### src/rtl/key_repeat.sv
// Turns decoder key levels into single-cycle game command strobes.
// Movement keys (4..6) auto-repeat after a hold delay; keys 1..3 fire once per press.
module key_repeat #(
    parameter int DAS_DELAY  = 17_000_000,
    parameter int ARR_PERIOD = 5_000_000,
    parameter int CNT_W      = 25
) (
    input  logic       clk,
    input  logic       rst,
    input  logic [2:0] key,
    output logic       cmd_valid,
    output logic [2:0] cmd,
    output logic       cmd_repeat,
    output logic [2:0] held
);

    typedef enum logic [1:0] {IDLE, HOLD, DELAY, REPEAT} state_t;

    localparam logic [CNT_W-1:0] DAS_LAST = CNT_W'(DAS_DELAY - 1);
    localparam logic [CNT_W-1:0] ARR_LAST = CNT_W'(ARR_PERIOD - 1);

    state_t           state, state_n;
    logic [2:0]       cur, cur_n;
    logic [CNT_W-1:0] cnt, cnt_n;
    logic             valid_n, rep_n;
    logic [2:0]       cmd_n;

    logic active, press, expire;

    assign active = (key != 3'd0) && (key != 3'd7);
    assign press  = active && (key != cur);
    assign expire = ((state == DELAY)  && (cnt == DAS_LAST)) ||
                    ((state == REPEAT) && (cnt == ARR_LAST));
    assign held   = cur;

    always_ff @(posedge clk) begin
        if (rst) begin
            state      <= IDLE;
            cur        <= '0;
            cnt        <= '0;
            cmd_valid  <= 1'b0;
            cmd        <= '0;
            cmd_repeat <= 1'b0;
        end else begin
            state      <= state_n;
            cur        <= cur_n;
            cnt        <= cnt_n;
            cmd_valid  <= valid_n;
            cmd        <= cmd_n;
            cmd_repeat <= rep_n;
        end
    end

    // Press/release take priority over counter expiry in the same cycle.
    always_comb begin
        state_n = state;
        cur_n   = cur;
        cnt_n   = cnt;
        if (press) begin
            cur_n   = key;
            cnt_n   = '0;
            state_n = (key >= 3'd4) ? DELAY : HOLD;
        end else if (!active) begin
            cur_n   = '0;
            cnt_n   = '0;
            state_n = IDLE;
        end else if (state == DELAY || state == REPEAT) begin
            if (expire) begin
                cnt_n   = '0;
                state_n = REPEAT;
            end else begin
                cnt_n = cnt + 1'b1;
            end
        end
    end

    always_comb begin
        valid_n = 1'b0;
        rep_n   = 1'b0;
        cmd_n   = cmd;
        if (press) begin
            valid_n = 1'b1;
            cmd_n   = key;
        end else if (active && expire) begin
            valid_n = 1'b1;
            rep_n   = 1'b1;
            cmd_n   = cur;
        end
    end

endmodule

### config.mk
export PLATFORM = sky130hd
export DESIGN_NAME = key_repeat
export DESIGN_NICKNAME = d
export VERILOG_FILES = /design/src/rtl/key_repeat.sv
export SDC_FILE = /design/constraint.sdc
export NUM_CORES = 1
export LEC_CHECK = 0
export ABC_AREA = 1
export ABC_CLOCK_PERIOD_IN_PS = 1700
export CORE_MARGIN = 4
export CORE_UTILIZATION = 45
export CTS_CLUSTER_DIAMETER = 120
export DETAILED_ROUTE_END_ITERATION = 12
export PLACE_DENSITY = 0.66
export RECOVER_POWER = 25
export SYNTH_ARGS = -nofsm -noshare
export SYNTH_HDL_FRONTEND = slang
export SYNTH_SLANG_ARGS = --single-unit
### constraint.sdc
create_clock -name clk -period 1.7 [get_ports clk]
set_clock_uncertainty 0.2 [all_clocks]
set_input_delay 0.34 -clock clk [delete_from_list [all_inputs] [get_ports clk]]
set_output_delay 0.34 -clock clk [all_outputs]
set_load 0.05 [all_outputs]
==> flow_metrics.py <==
metrics = {
    "cts": {
        "root_buffer": "clkbuf_8",
        "clock_latency_ps": 290,
        "cts.htree.levels": 2,
        "path_clk_slew_ps": 70,
        "cts_buffer_depth": 2,
        "clock_sinks": 35,
        "cts_tree": "yes",
        "numCtsBuffers": 5,
        "postCtsHoldBufs": 0,
    },
    "worst_setup_path": {
        "worst-r2r-cell-count": 9,
        "crit_path_end": "cnt[21]",
        "crit_type": "flop to flop",
        "rrSetupSlack_ps": -10,
        "critPathRequiredTime_ps": 1690,
        "cp_max_fo": 4,
        "cp-start-kind": "flop",
        "path_cells": "buf_4 -> nand2_1 -> nor2_2 -> nand3_2 -> nor3_2 -> buf_4 -> nand3_2 -> nor2_1 -> nor3b_2",
        "critPathSlowestCell": "dfxtp_2",
        "cpPeakStageDelay_ps": 350,
        "crit_start": "cnt[0]",
        "worst_setup_path_end_kind": "flop",
        "r2r_end": "cnt[21]",
        "reg2reg_from": "cnt[0]",
        "crit_arrival_ps": 1700,
    },
    "final_layout": {
        "n_fill_cell": 366,
        "drive_above_1_share": 0.3476,
        "final_cell_area_um2": 2651,
        "final_cells": 378,
        "diodes": 0,
        "area_delta_synth_final_pct": 42.79,
        "fin_util": 0.6628,
        "final_nets": 333,
    },
    "floorplanning": {
        "core_um2": 4000,
        "ioPinCount": 13,
        "die_w_um": 72.24,
        "std_cell_rows": 23,
        "dieArea_um2": 5218,
        "die_h_um": 72.24,
        "start_util": 0.4642,
    },
    "synthesis": {
        "syn_nets": 277,
        "async_flop_share": 0,
        "ys_seq_area_frac": 0.3774,
        "synth_ff_type": "dfxtp_1",
        "synth-seq-cells": 35,
        "synth-edff-count": 0,
        "yosys.area.top_type_share": 0.3774,
        "synth-warning-count": 0,
        "ys_top_cells_by_area": "dfxtp_1 (38%), nand2_1 (11%), nor2_1 (11%), inv_1 (6.1%), nand3_1 (5.7%)",
        "syn_area_per_cell_um2": 6.852,
        "synthCells": 271,
        "synth_most_common_cell": "nand2_1",
        "synth_area_leader_cell": "dfxtp_1",
        "synth_cell_types": 32,
        "synthTopCellsByCount": "nand2_1 (56), nor2_1 (53), dfxtp_1 (35)",
        "syn-cell-area_um2": 1857,
    },
    "sta": {
        "fin_crit_sh": 1.007,
        "fmax_mhz": 584.4,
        "rsz0062_at_grt": "true",
        "tightest_slew_ps": 424.8,
        "layout_setup_ws_ps": -11.24,
        "hold_viol": 0,
        "relSlewSlack": 0.7142,
        "setup-tns-final_ps": -11.24,
        "period_needed_ps": 1711,
        "setup_viol_count_final": 1,
        "whs_ps": 298.1,
        "finalMaxSlewViolations": 0,
    },
    "power_and_ir_drop": {
        "power_mw": 1.666,
        "cellPowerDensity_nw_per_um2": 628.2,
        "p_leak_nw": 1.037,
        "ir_drop_uv": 474.5,
    },
    "drt": {
        "wl_per_cell_um": 12.48,
        "ant_nets": 0,
        "vias": 1908,
        "totalWireLength_um": 4719,
        "via_per_inst": 5.048,
        "drc_errors": 0,
        "first_iter_violations": 146,
        "dr.pass1.iters": 4,
    },
    "global_routing": {
        "grt_pass1_vias": 1789,
        "gr-total-overflow": 0,
        "grt_max_degree": 11,
        "gr-usage-met3": 0.04848,
        "antenna_found_initial": 0,
        "grt_usage": 0.1930,
        "grt.met2_usage": 0.3266,
        "use_met1": 0.2442,
        "busiest_layer": "met2",
        "grt_pass1_wl_um": 7969,
    },
    "flow_run": {
        "drv_cap": 0,
    },
    "min_path": {
        "min_path_type": "flop to flop",
    },
    "placement": {
        "placed_area_um2": 2318,
        "place_ws_ps": -448.1,
        "portBuffers": 12,
        "gp_congestion": 0.8456,
        "hpwl_um": 3161,
        "placed_cells": 359,
    },
    "outcome": {
        "outcome": "finished with violations",
        "violations": "setup timing",
    },
}
==> repair_timing <==
item / CTS / global route
gates cloned: 1 / 0
pin swaps: 6 / 17
setup endpoints to repair: 23 / 27
buffers inserted: 8 / 3
resized for setup: 21 / 32
==> area by class of cell <==
cell class,instances,area (um2),area share
Clock buffer,7,76.32,0.02879
Clock inverter,1,5.005,0.001888
Inverter,36,135.1,0.05097
Multi-Input combinational cell,199,1172,0.4422
Sequential cell,35,714.4,0.2695
Tap cell,50,62.56,0.02360
Timing Repair Buffer,50,485.5,0.1831
==> registers in the layout, summed over array words and instances (netlist names) <==
name	flops
cmd	3
cmd_repeat	1
cmd_valid	1
cnt	25
held	3
state	2
==> worst min path at each step <==
stage             from  endpoint  slack, ps  cells after the start
4_1_cts         cmd[2]    cmd[2]        310                      2
2_1_floorplan      rst   held[2]        200                      1
3_5_place_dp    cmd[2]    cmd[2]        300                      2
5_1_grt         cmd[2]    cmd[2]        320                      2
3_3_place_gp    cmd[2]    cmd[2]        290                      2
6_report       cnt[19]   cnt[19]        300                      2
==> power by group <==
part           switching [mW]  internal, mW
logic                   0.120         0.101
registers              0.0191         0.837
clock network           0.300         0.288
==> routing by layer <==
metal / up-vias / share of wire / wire length, um
met5: - / 0 / 0
met4: 0 / 0.021 / 101
met3: 12 / 0.042 / 200
met2: 42 / 0.50 / 2340
met1: 869 / 0.44 / 2077
li1: 985 / - / -
==> cells by family after synthesis <==
family | Yosys count | share of synthesized area
AO/OA/AOI/OAI | 21 | 0.06334
adder cells (fa/ha/maj) | 1 | 0.006737
flip-flops | 35 | 0.3774
XOR/XNOR | 8 | 0.03774
AND/OR/NAND/NOR | 168 | 0.4340
buffers and inverters | 38 | 0.08086
==> cell usage in the layout (no fill, tap or decap), types with 5 or more instances in the layout <==
| master | n |
|---|---|
| nand2_1 | 51 |
| nor2_1 | 50 |
| buf_4 | 35 |
| inv_1 | 27 |
| dfxtp_1 | 24 |
| nand3_1 | 15 |
| dfxtp_2 | 11 |
| a21oi_1 | 10 |
| inv_2 | 9 |
| buf_12 | 8 |
| nand2_2 | 7 |
| nand4_1 | 6 |
| nor2_4 | 5 |
| xor2_1 | 5 |
| nor3_1 | 5 |
| clkbuf_8 | 5 |
==> worst max-delay path, delay by kind of cell, from the launching register on <==
kind | cells | cell delay (ps)
and+or+nand+nor | 7 | 750
DFF | 1 | 350
buffers and inverters | 2 | 300
Power figures use the tool's default switching activity.
